**src/rtl/bus_resp_pkg.sv**
```systemverilog
`default_nettype none
// ============================================================================
//  Module   : bus_resp_pkg
//  Purpose  : Shared types and constants for the bus acknowledge responder:
//             the responder FSM state encoding and the default data width.
//  Ports    : none (package)
//  Revision : 1.0 - initial release
// ============================================================================
package bus_resp_pkg;

    localparam int DW_DEFAULT = 32;

    typedef enum logic [1:0] {
        IDLE = 2'd0,    // queue empty, nothing to acknowledge
        WAIT = 2'd1,    // head request counting down its delay
        ACK  = 2'd2     // bus_ack high for exactly this cycle
    } state_t;

endpackage
`default_nettype wire

```
**src/rtl/bus_resp_fifo.sv**
```systemverilog
`default_nettype none
// ============================================================================
//  Module   : bus_resp_fifo
//  Purpose  : Synchronous in-order request queue with occupancy count.
//             The head entry is presented combinationally on pop_data.
//  Ports    : clk       - clock, rising edge
//             reset     - asynchronous reset, active-high (clears pointers/count)
//             push      - write push_data at the tail (caller ensures not full)
//             push_data - DW-bit entry to enqueue
//             pop       - drop the head entry (caller ensures not empty)
//             pop_data  - current head entry
//             count     - number of stored entries, 0..DEPTH
//  Revision : 1.0 - initial release
// ============================================================================
module bus_resp_fifo #(
    parameter int DW    = 32,
    parameter int DEPTH = 4
) (
    input  logic                         clk,
    input  logic                         reset,
    input  logic                         push,
    input  logic [DW-1:0]                push_data,
    input  logic                         pop,
    output logic [DW-1:0]                pop_data,
    output logic [$clog2(DEPTH+1)-1:0]   count
);

    localparam int AW = $clog2(DEPTH);
    localparam int CW = $clog2(DEPTH+1);

    logic [DW-1:0] mem [DEPTH];
    logic [AW-1:0] wr_ptr;
    logic [AW-1:0] rd_ptr;
    logic [CW-1:0] cnt;

    // DEPTH is a power of two, so the pointers wrap naturally modulo DEPTH.
    always_ff @(posedge clk or posedge reset) begin
        if (reset) begin
            wr_ptr <= '0;
            rd_ptr <= '0;
            cnt    <= '0;
        end else begin
            if (push) begin
                wr_ptr <= wr_ptr + AW'(1);
            end
            if (pop) begin
                rd_ptr <= rd_ptr + AW'(1);
            end
            case ({push, pop})
                2'b10:   cnt <= cnt + CW'(1);
                2'b01:   cnt <= cnt - CW'(1);
                default: cnt <= cnt;
            endcase
        end
    end

    // Storage needs no reset: entries are only visible once counted.
    always_ff @(posedge clk) begin
        if (push) begin
            mem[wr_ptr] <= push_data;
        end
    end

    assign pop_data = mem[rd_ptr];
    assign count    = cnt;

endmodule
`default_nettype wire

```
**src/rtl/bus_ack_responder.sv**
```systemverilog
`default_nettype none
// ============================================================================
//  Module   : bus_ack_responder
//  Purpose  : Queues single-cycle bus requests and answers each one with a
//             single-cycle acknowledge carrying its payload, no earlier than
//             ACK_DELAY cycles after the request and ACK_DELAY cycles after
//             the previous acknowledge.
//  Ports    : clk       - clock, rising edge
//             reset     - asynchronous reset, active-high
//             bus_req   - request pulse
//             bus_data  - request payload (valid with bus_req)
//             bus_ack   - acknowledge pulse
//             ack_data  - acknowledged payload, 0 when bus_ack is low
//             pending   - queued, un-acked requests
//             overflow  - sticky: a request was dropped on a full queue
//             proto_err - sticky: bus_req held high two cycles in a row
//  Options  : BUS_ACK_RESPONDER_PROTO_CHK_EN - enables the proto_err checker;
//             when undefined proto_err is constant 0.
//  Revision : 1.0 - initial release
// ============================================================================
module bus_ack_responder
    import bus_resp_pkg::*;
#(
    parameter int DW        = DW_DEFAULT,
    parameter int DEPTH     = 4,
    parameter int ACK_DELAY = 2
) (
    input  logic                         clk,
    input  logic                         reset,
    input  logic                         bus_req,
    input  logic [DW-1:0]                bus_data,
    output logic                         bus_ack,
    output logic [DW-1:0]                ack_data,
    output logic [$clog2(DEPTH+1)-1:0]   pending,
    output logic                         overflow,
    output logic                         proto_err
);

    localparam int             CW       = $clog2(DEPTH+1);
    localparam logic [CW-1:0]  FULL     = CW'(DEPTH);
    // WAIT lasts ACK_DELAY-1 cycles; the count is loaded on entry.
    localparam logic [3:0]     CNT_LOAD = 4'(ACK_DELAY - 1);

    state_t        state;
    state_t        state_next;
    logic [3:0]    cnt;
    logic [3:0]    cnt_next;
    logic          push;
    logic          pop;
    logic [DW-1:0] head_data;

    // Fullness is judged on the pre-edge count: no bypass through a pop.
    assign push = bus_req && (pending != FULL);

    bus_resp_fifo #(
        .DW    (DW),
        .DEPTH (DEPTH)
    ) u_fifo (
        .clk       (clk),
        .reset     (reset),
        .push      (push),
        .push_data (bus_data),
        .pop       (pop),
        .pop_data  (head_data),
        .count     (pending)
    );

    always_ff @(posedge clk or posedge reset) begin
        if (reset) begin
            state <= IDLE;
            cnt   <= 4'd0;
        end else begin
            state <= state_next;
            cnt   <= cnt_next;
        end
    end

    always_comb begin
        state_next = state;
        cnt_next   = cnt;
        pop        = 1'b0;
        case (state)
            IDLE: begin
                if (push) begin
                    // A one-cycle delay has no countdown phase at all.
                    if (ACK_DELAY == 1) begin
                        state_next = ACK;
                    end else begin
                        state_next = WAIT;
                        cnt_next   = CNT_LOAD;
                    end
                end
            end
            WAIT: begin
                if (cnt <= 4'd1) begin
                    state_next = ACK;
                end else begin
                    cnt_next = cnt - 4'd1;
                end
            end
            ACK: begin
                pop = 1'b1;
                // Queue still non-empty after this pop (counting a same-cycle push)?
                if ((pending > CW'(1)) || push) begin
                    if (ACK_DELAY == 1) begin
                        state_next = ACK;
                    end else begin
                        state_next = WAIT;
                        cnt_next   = CNT_LOAD;
                    end
                end else begin
                    state_next = IDLE;
                end
            end
            default: begin
                state_next = IDLE;
            end
        endcase
    end

    assign bus_ack  = (state == ACK);
    assign ack_data = bus_ack ? head_data : '0;

    always_ff @(posedge clk or posedge reset) begin
        if (reset) begin
            overflow <= 1'b0;
        end else if (bus_req && (pending == FULL)) begin
            overflow <= 1'b1;
        end
    end

`ifdef BUS_ACK_RESPONDER_PROTO_CHK_EN
    logic req_d;

    always_ff @(posedge clk or posedge reset) begin
        if (reset) begin
            req_d     <= 1'b0;
            proto_err <= 1'b0;
        end else begin
            req_d <= bus_req;
            if (bus_req && req_d) begin
                proto_err <= 1'b1;
            end
        end
    end
`else
    assign proto_err = 1'b0;
`endif

endmodule
`default_nettype wire

```
**config.mk**
```make
export PLATFORM = sky130hd
export DESIGN_NAME = bus_ack_responder
export DESIGN_NICKNAME = d
export VERILOG_FILES = /design/src/rtl/bus_resp_pkg.sv /design/src/rtl/bus_resp_fifo.sv /design/src/rtl/bus_ack_responder.sv
export SDC_FILE = /design/constraint.sdc
export NUM_CORES = 1
export LEC_CHECK = 0
export CELL_PAD_IN_SITES_DETAIL_PLACEMENT = 1
export CELL_PAD_IN_SITES_GLOBAL_PLACEMENT = 1
export CORE_MARGIN = 1
export CORE_UTILIZATION = 46
export DETAILED_ROUTE_END_ITERATION = 12
export HOLD_SLACK_MARGIN = 0.1
export PLACE_DENSITY = 0.79
export SETUP_SLACK_MARGIN = 0.1
export SLEW_MARGIN = 20
export SYNTH_ARGS = -nofsm -noshare
export SYNTH_HDL_FRONTEND = slang
export SYNTH_SLANG_ARGS = --single-unit
```
**constraint.sdc**
```tcl
create_clock -name clk -period 3.2 [get_ports clk]
set_clock_uncertainty 0.2 [all_clocks]
set_input_delay 0.64 -clock clk [delete_from_list [all_inputs] [get_ports clk]]
set_output_delay 0.64 -clock clk [all_outputs]
set_load 0.05 [all_outputs]
```
# Yosys cells after proc, flatten, opt, wreduce, memory -nomap -nowiden
# Memories as Yosys holds them, arrays and structs flattened.
# Cells that the tools add are included.
# word_totals
register_bits,14
ramBits,128
input_bits,35
n_memories,1
# op_classes
addsub,5
magnitude_cmp,2
eq_ne,10
n_mux,13
n_reduce_logical,8
# memory_table
name,words,width,read_ports,rd_ports_with_merged_regs,write_ports,line_no,rtl
u_fifo.mem,4,32,1,0,1,bus_resp_fifo.sv:31,logic [DW-1:0] mem [DEPTH];
# ops
operator,n
$mux W32,1
$mux W4,3
$pmux W4 S3,1
$ne A2 B2 Y1 const B,3
$pmux W2 S3,1
$pmux W3 S2,1
$add A2 B1 Y2 const B,2
$eq A2 B1 Y1 const B,2
$eq A2 B2 Y1 const B,2
$le A4 B1 Y1 const B,1
$mux W1,4
$mux W2,2
$reduce_and A4 Y1,1
$sub A4 B1 Y4 const B,1
$add A3 B1 Y3 const B,1
$eq A3 B3 Y1 const B,1
$gt A3 B1 Y1 const B,1
$ne A3 B3 Y1 const B,1
$reduce_bool A3 Y1,1
$sub A3 B1 Y3 const B,1
$logic_and A1 B1 Y1,2
$logic_not A2 Y1,1
$ne A2 B1 Y1 const B,1
$reduce_and A2 Y1,1
2 further kinds,2

# Depth between registers and ports, before layout
# depth
depth_word,5
mapped_depth,8
ltp_nobuf,8

# Hierarchy
# From an unflattened synthesis, not the netlist that was laid out.
# unflattened
hier_cells,273
hier_area_um2,5669.2
# modules_own_cells
mod,n_inst,cells_per_inst,area_per_inst_um2,seq_area_each_um2
bus_resp_fifo,1,200,5047.3,4018.9
bus_ack_responder,1,73,621.8,175.2

# Worst setup path after synthesis
# No wires, ideal clock.
# synth_path
kind,register -> output
startpoint,reg state[0]
endpoint,out ack_data[22]
t_arrival_ns,1.806
t_required_ns,2.360
slack_ns,0.554
path_stages_with_launch,5
path_cell_list,dfrtp_1 nor2b_1 buf_6 clkbuf_1 and2_1
# synth_via
elab_chain_cells,2
# synth_rtl
element,line_no,rtl
start: declaration,bus_ack_responder.sv:44,state_t state;
start signal: assignment,bus_ack_responder.sv:73,state <= state_next;
$eq A2 B2 Y1,bus_ack_responder.sv:121,assign bus_ack = (state == ACK);
via bus_ack,bus_ack_responder.sv:32,"output logic bus_ack,"
$mux W32,bus_ack_responder.sv:122,assign ack_data = bus_ack ? head_data : '0;
end: declaration,bus_ack_responder.sv:33,"output logic [DW-1:0] ack_data,"
# The timed path passes the listed nets, and every way through them passes these cells.

# Worst setup path after layout
# layout_path
startpoint,reg u_fifo.rd_ptr[1]
endpoint,out ack_data[22]
# layout_via
elab_chain_cells,2
# layout_rtl
element,line_no,rtl
start: declaration,bus_resp_fifo.sv:33,logic [AW-1:0] rd_ptr;
start signal: assignment,bus_resp_fifo.sv:47,rd_ptr <= rd_ptr + AW'(1);
$mem_v2 Z4 W32,n/a,
$mux W32,bus_ack_responder.sv:122,
# Every way passes these cells.

==> impl_results.md <==
- Crit path launch: u_fifo.rd_ptr[1]$_DFFE_PP0N_
- Post-detail-place hpwl: 7.49 mm
- Core ar.: 12,100 um^2
- Setup violators final: 0
- Tot Pwr: 7.49 mW
- Routed len/inst: 20.4 um
- Yosys cell types: 29
- Worst Hold Depth: 1
- Final hold vios: 0
- Starting Density: 47.3%
- Vias in the first global route: 3,132
- Fin crit period: 2980 ps
- Mapped Avg Cell Area: 20.3 um^2
- Die width: 113 um
- Drt initial violations: 148
- Clock Tree Root: clkbuf_16
- Setup Crit Path Kind: reg2out
- Setup TNS Final: 0 ps
- Tcrit/Tclk final: 93.0%
- Max-Cap Viols: 0
- Count of final max-slew check failures: 0
- Share of cells above drive strength 1: 32.0%
- Syn Std Cell Area: 5700 um^2
- RSZ-0062 raised after global routing: false
- Status: completed
- Die Span Y: 113 um
- Static Leakage: 2.59 nW
- Clock Latency Late Sink: 420 ps
- Filler instances: 1,043
- Fmax achieved: 336 MHz
- Pre-antenna DRT Iters: 4
- Worst slew margin: 61.7%
- Peak VDD IR: 0.642 mV
- Max FO, Critical Path: 21
- I/O pin total: 73
- PD cells: 1040 nW/um^2
- CTS clk-pin slew, worst paths: 60 ps
- R2R Path End: u_fifo.mem[3][21]$_DFFE_PP_
- Routability cong.: 0.698
- Vias/cell: 5.11
- Final wirelength: 11.3 mm
- Row cnt: 40
- Routed Antenna Nets: 0
- Clock Sinks: 142
- Synth warnings: 0
- Sequential area share after synthesis: 73.6%
- Residual DRC: 0
- CP Data Required Time: 2360 ps
- Vias post-DR: 2,819
- Die area: 12,800 um^2
- Number of I/O port buffers: 71
- Global Route Usage Sum: 19.8%
- Reg2reg setup slack: 840 ps
- Yosys reg bits: 142
- Crit path capture type: primary output
- Worst endpoint data arrival time: 2140 ps
- Syn Inst Count: 281
- Antenna diodes: 0
- Critical Path End: ack_data[22]
- Postcts setup bufs: 0
- CTS tree: done
- Slew @ Worst Pin: 574 ps
- Layout Nets: 417
- Hold Path Class: reg2reg
- Syn nets: 327
- Reg2Reg Launch Point: u_fifo.count[0]$_DFFE_PP0P_
- Clock Path Buffers: 2
- Largest net degree at the start of global routing: 23
- Kind of start point of the critical path: register
- Initial antenna violation count: 0
- H-tree level count: 4
- CTS Buf Count: 17
- Worst-case hold slack: 276 ps
- Fin util: 59.9%
- Global-route wire length before repair: 17.9 mm
- Multi-input gate area: 1390 um^2
- Worst R2R Path Depth: 5
- Grt ovf: 0
- Area occupied by registers: 4200 um^2
- Syn-to-layout area delta: 26.7%
## layout make-up
cell class,instances,share of cell area [%]
sequential,142,58.1
multi-input combinational,117,19.2
timing repair buffer,84,10.9
clock buffer,20,6.05
tap,168,2.91
clock inverter,12,2.36
inverter,9,0.468
## worst max-delay path, cell delays in order, from the launching register on
cell and delay, ps:
dfrtp_2 710, buf_4 300, mux4_2 330, and2_1 180, buf_4 180
## power by group
group          total (mW)  switching (mW)  internal [mW]
combinational        2.79            1.66           1.13
sequential           2.69           0.237           2.45
clock                2.01           0.712           1.30
## sequential cells by signal, indices dropped and copies added, names as in the netlist
register       cells
overflow           1
u_fifo.rd_ptr      2
u_fifo.wr_ptr      2
state              2
u_fifo.mem       128
u_fifo.count       3
cnt                4
## how the worst min path moves through the flow
stage | endpoint | startpoint | slack [ps]
detailed placement | overflow$_DFFE_PP0P_ | overflow$_DFFE_PP0P_ | 270
finish | overflow$_DFFE_PP0P_ | overflow$_DFFE_PP0P_ | 280
CTS | overflow$_DFFE_PP0P_ | overflow$_DFFE_PP0P_ | 280
global placement | overflow$_DFFE_PP0P_ | overflow$_DFFE_PP0P_ | 260
global route | overflow$_DFFE_PP0P_ | overflow$_DFFE_PP0P_ | 310
floorplan | cnt[1]$_DFFE_PP0P_ | cnt[1]$_DFFE_PP0P_ | 300
## kinds of logic after synthesis
group	Yosys count	synth area share, %
multiplexers	37	13.8
AND/OR/NAND/NOR	53	5.49
AO/OA/AOI/OAI	7	1.19
buffers and inverters	22	2.24
other	1	0.0658
XOR/XNOR	8	1.23
adder cells (fa/ha/maj)	11	2.41
flip-flops	142	73.6
## Yosys cell counts, drive strengths merged
master,instances,area (um^2)
a21boi,1,11.3
a21oi,1,8.76
a31o,1,8.76
and2,36,230
buf,9,78.8
clkbuf,4,15.0
conb,1,3.75
dfrtp,14,350
edfxtp,128,3840
ha,11,138
inv,9,33.8
mux2,3,45.0
mux2i,2,20.0
mux4,32,721
nand2,4,15.0
nand2b,1,6.26
nor2,8,30.0
nor2b,2,20.0
nor3,1,5.00
o211ai,1,7.51
o21ai,2,10.0
o31ai,1,21.3
or2,1,6.26
xnor2,6,52.6
xor2,2,17.5
## what timing repair did
action / 4_1_cts / 5_1_grt
hold buffers: 0 / 0
setup endpoints to repair: 0 / 4
resized for setup: 0 / 1
## cell usage in the layout, fill, tap and decap left out, types with 3 or more instances in the layout
| master | synthesis | routed |
|---|---|---|
| clkbuf_1 | 4 | 3 |
| bufinv_16 | 0 | 4 |
| buf_12 | 0 | 5 |
| inv_1 | 9 | 9 |
| clkinv_2 | 0 | 5 |
| ha_1 | 11 | 11 |
| nand2_1 | 4 | 4 |
| nor2_1 | 8 | 8 |
| dfrtp_1 | 14 | 12 |
| edfxtp_1 | 128 | 128 |
| xnor2_1 | 6 | 6 |
| clkdlybuf4s50_1 | 0 | 38 |
| and2_2 | 4 | 4 |
| clkbuf_16 | 0 | 17 |
| mux2_4 | 3 | 3 |
| and2_1 | 32 | 32 |
| buf_4 | 1 | 41 |
| mux4_2 | 32 | 32 |
## metrics by stage
step / instance area (um^2) / setup WS [ps] / cells
floorplan: 5700 / 554 / 281
global placement: 6610 / 484 / 520
detailed placement: 6610 / 445 / 520
CTS: 7220 / 129 / 552
global route: 7220 / 110 / 552
finish: 7220 / 223 / 552
## routing by layer
| layer | track usage [%] | wire, um | vias up |
|---|---|---|---|
| li1 | - | - | 1262 |
| met1 | 23.6 | 4630 | 1466 |
| met2 | 33.6 | 5990 | 72 |
| met3 | 5.62 | 424 | 19 |
| met4 | 8.68 | 226 | 0 |
| met5 | 0 | 0 | - |
No activity file was read; power rests on OpenSTA's default activity.
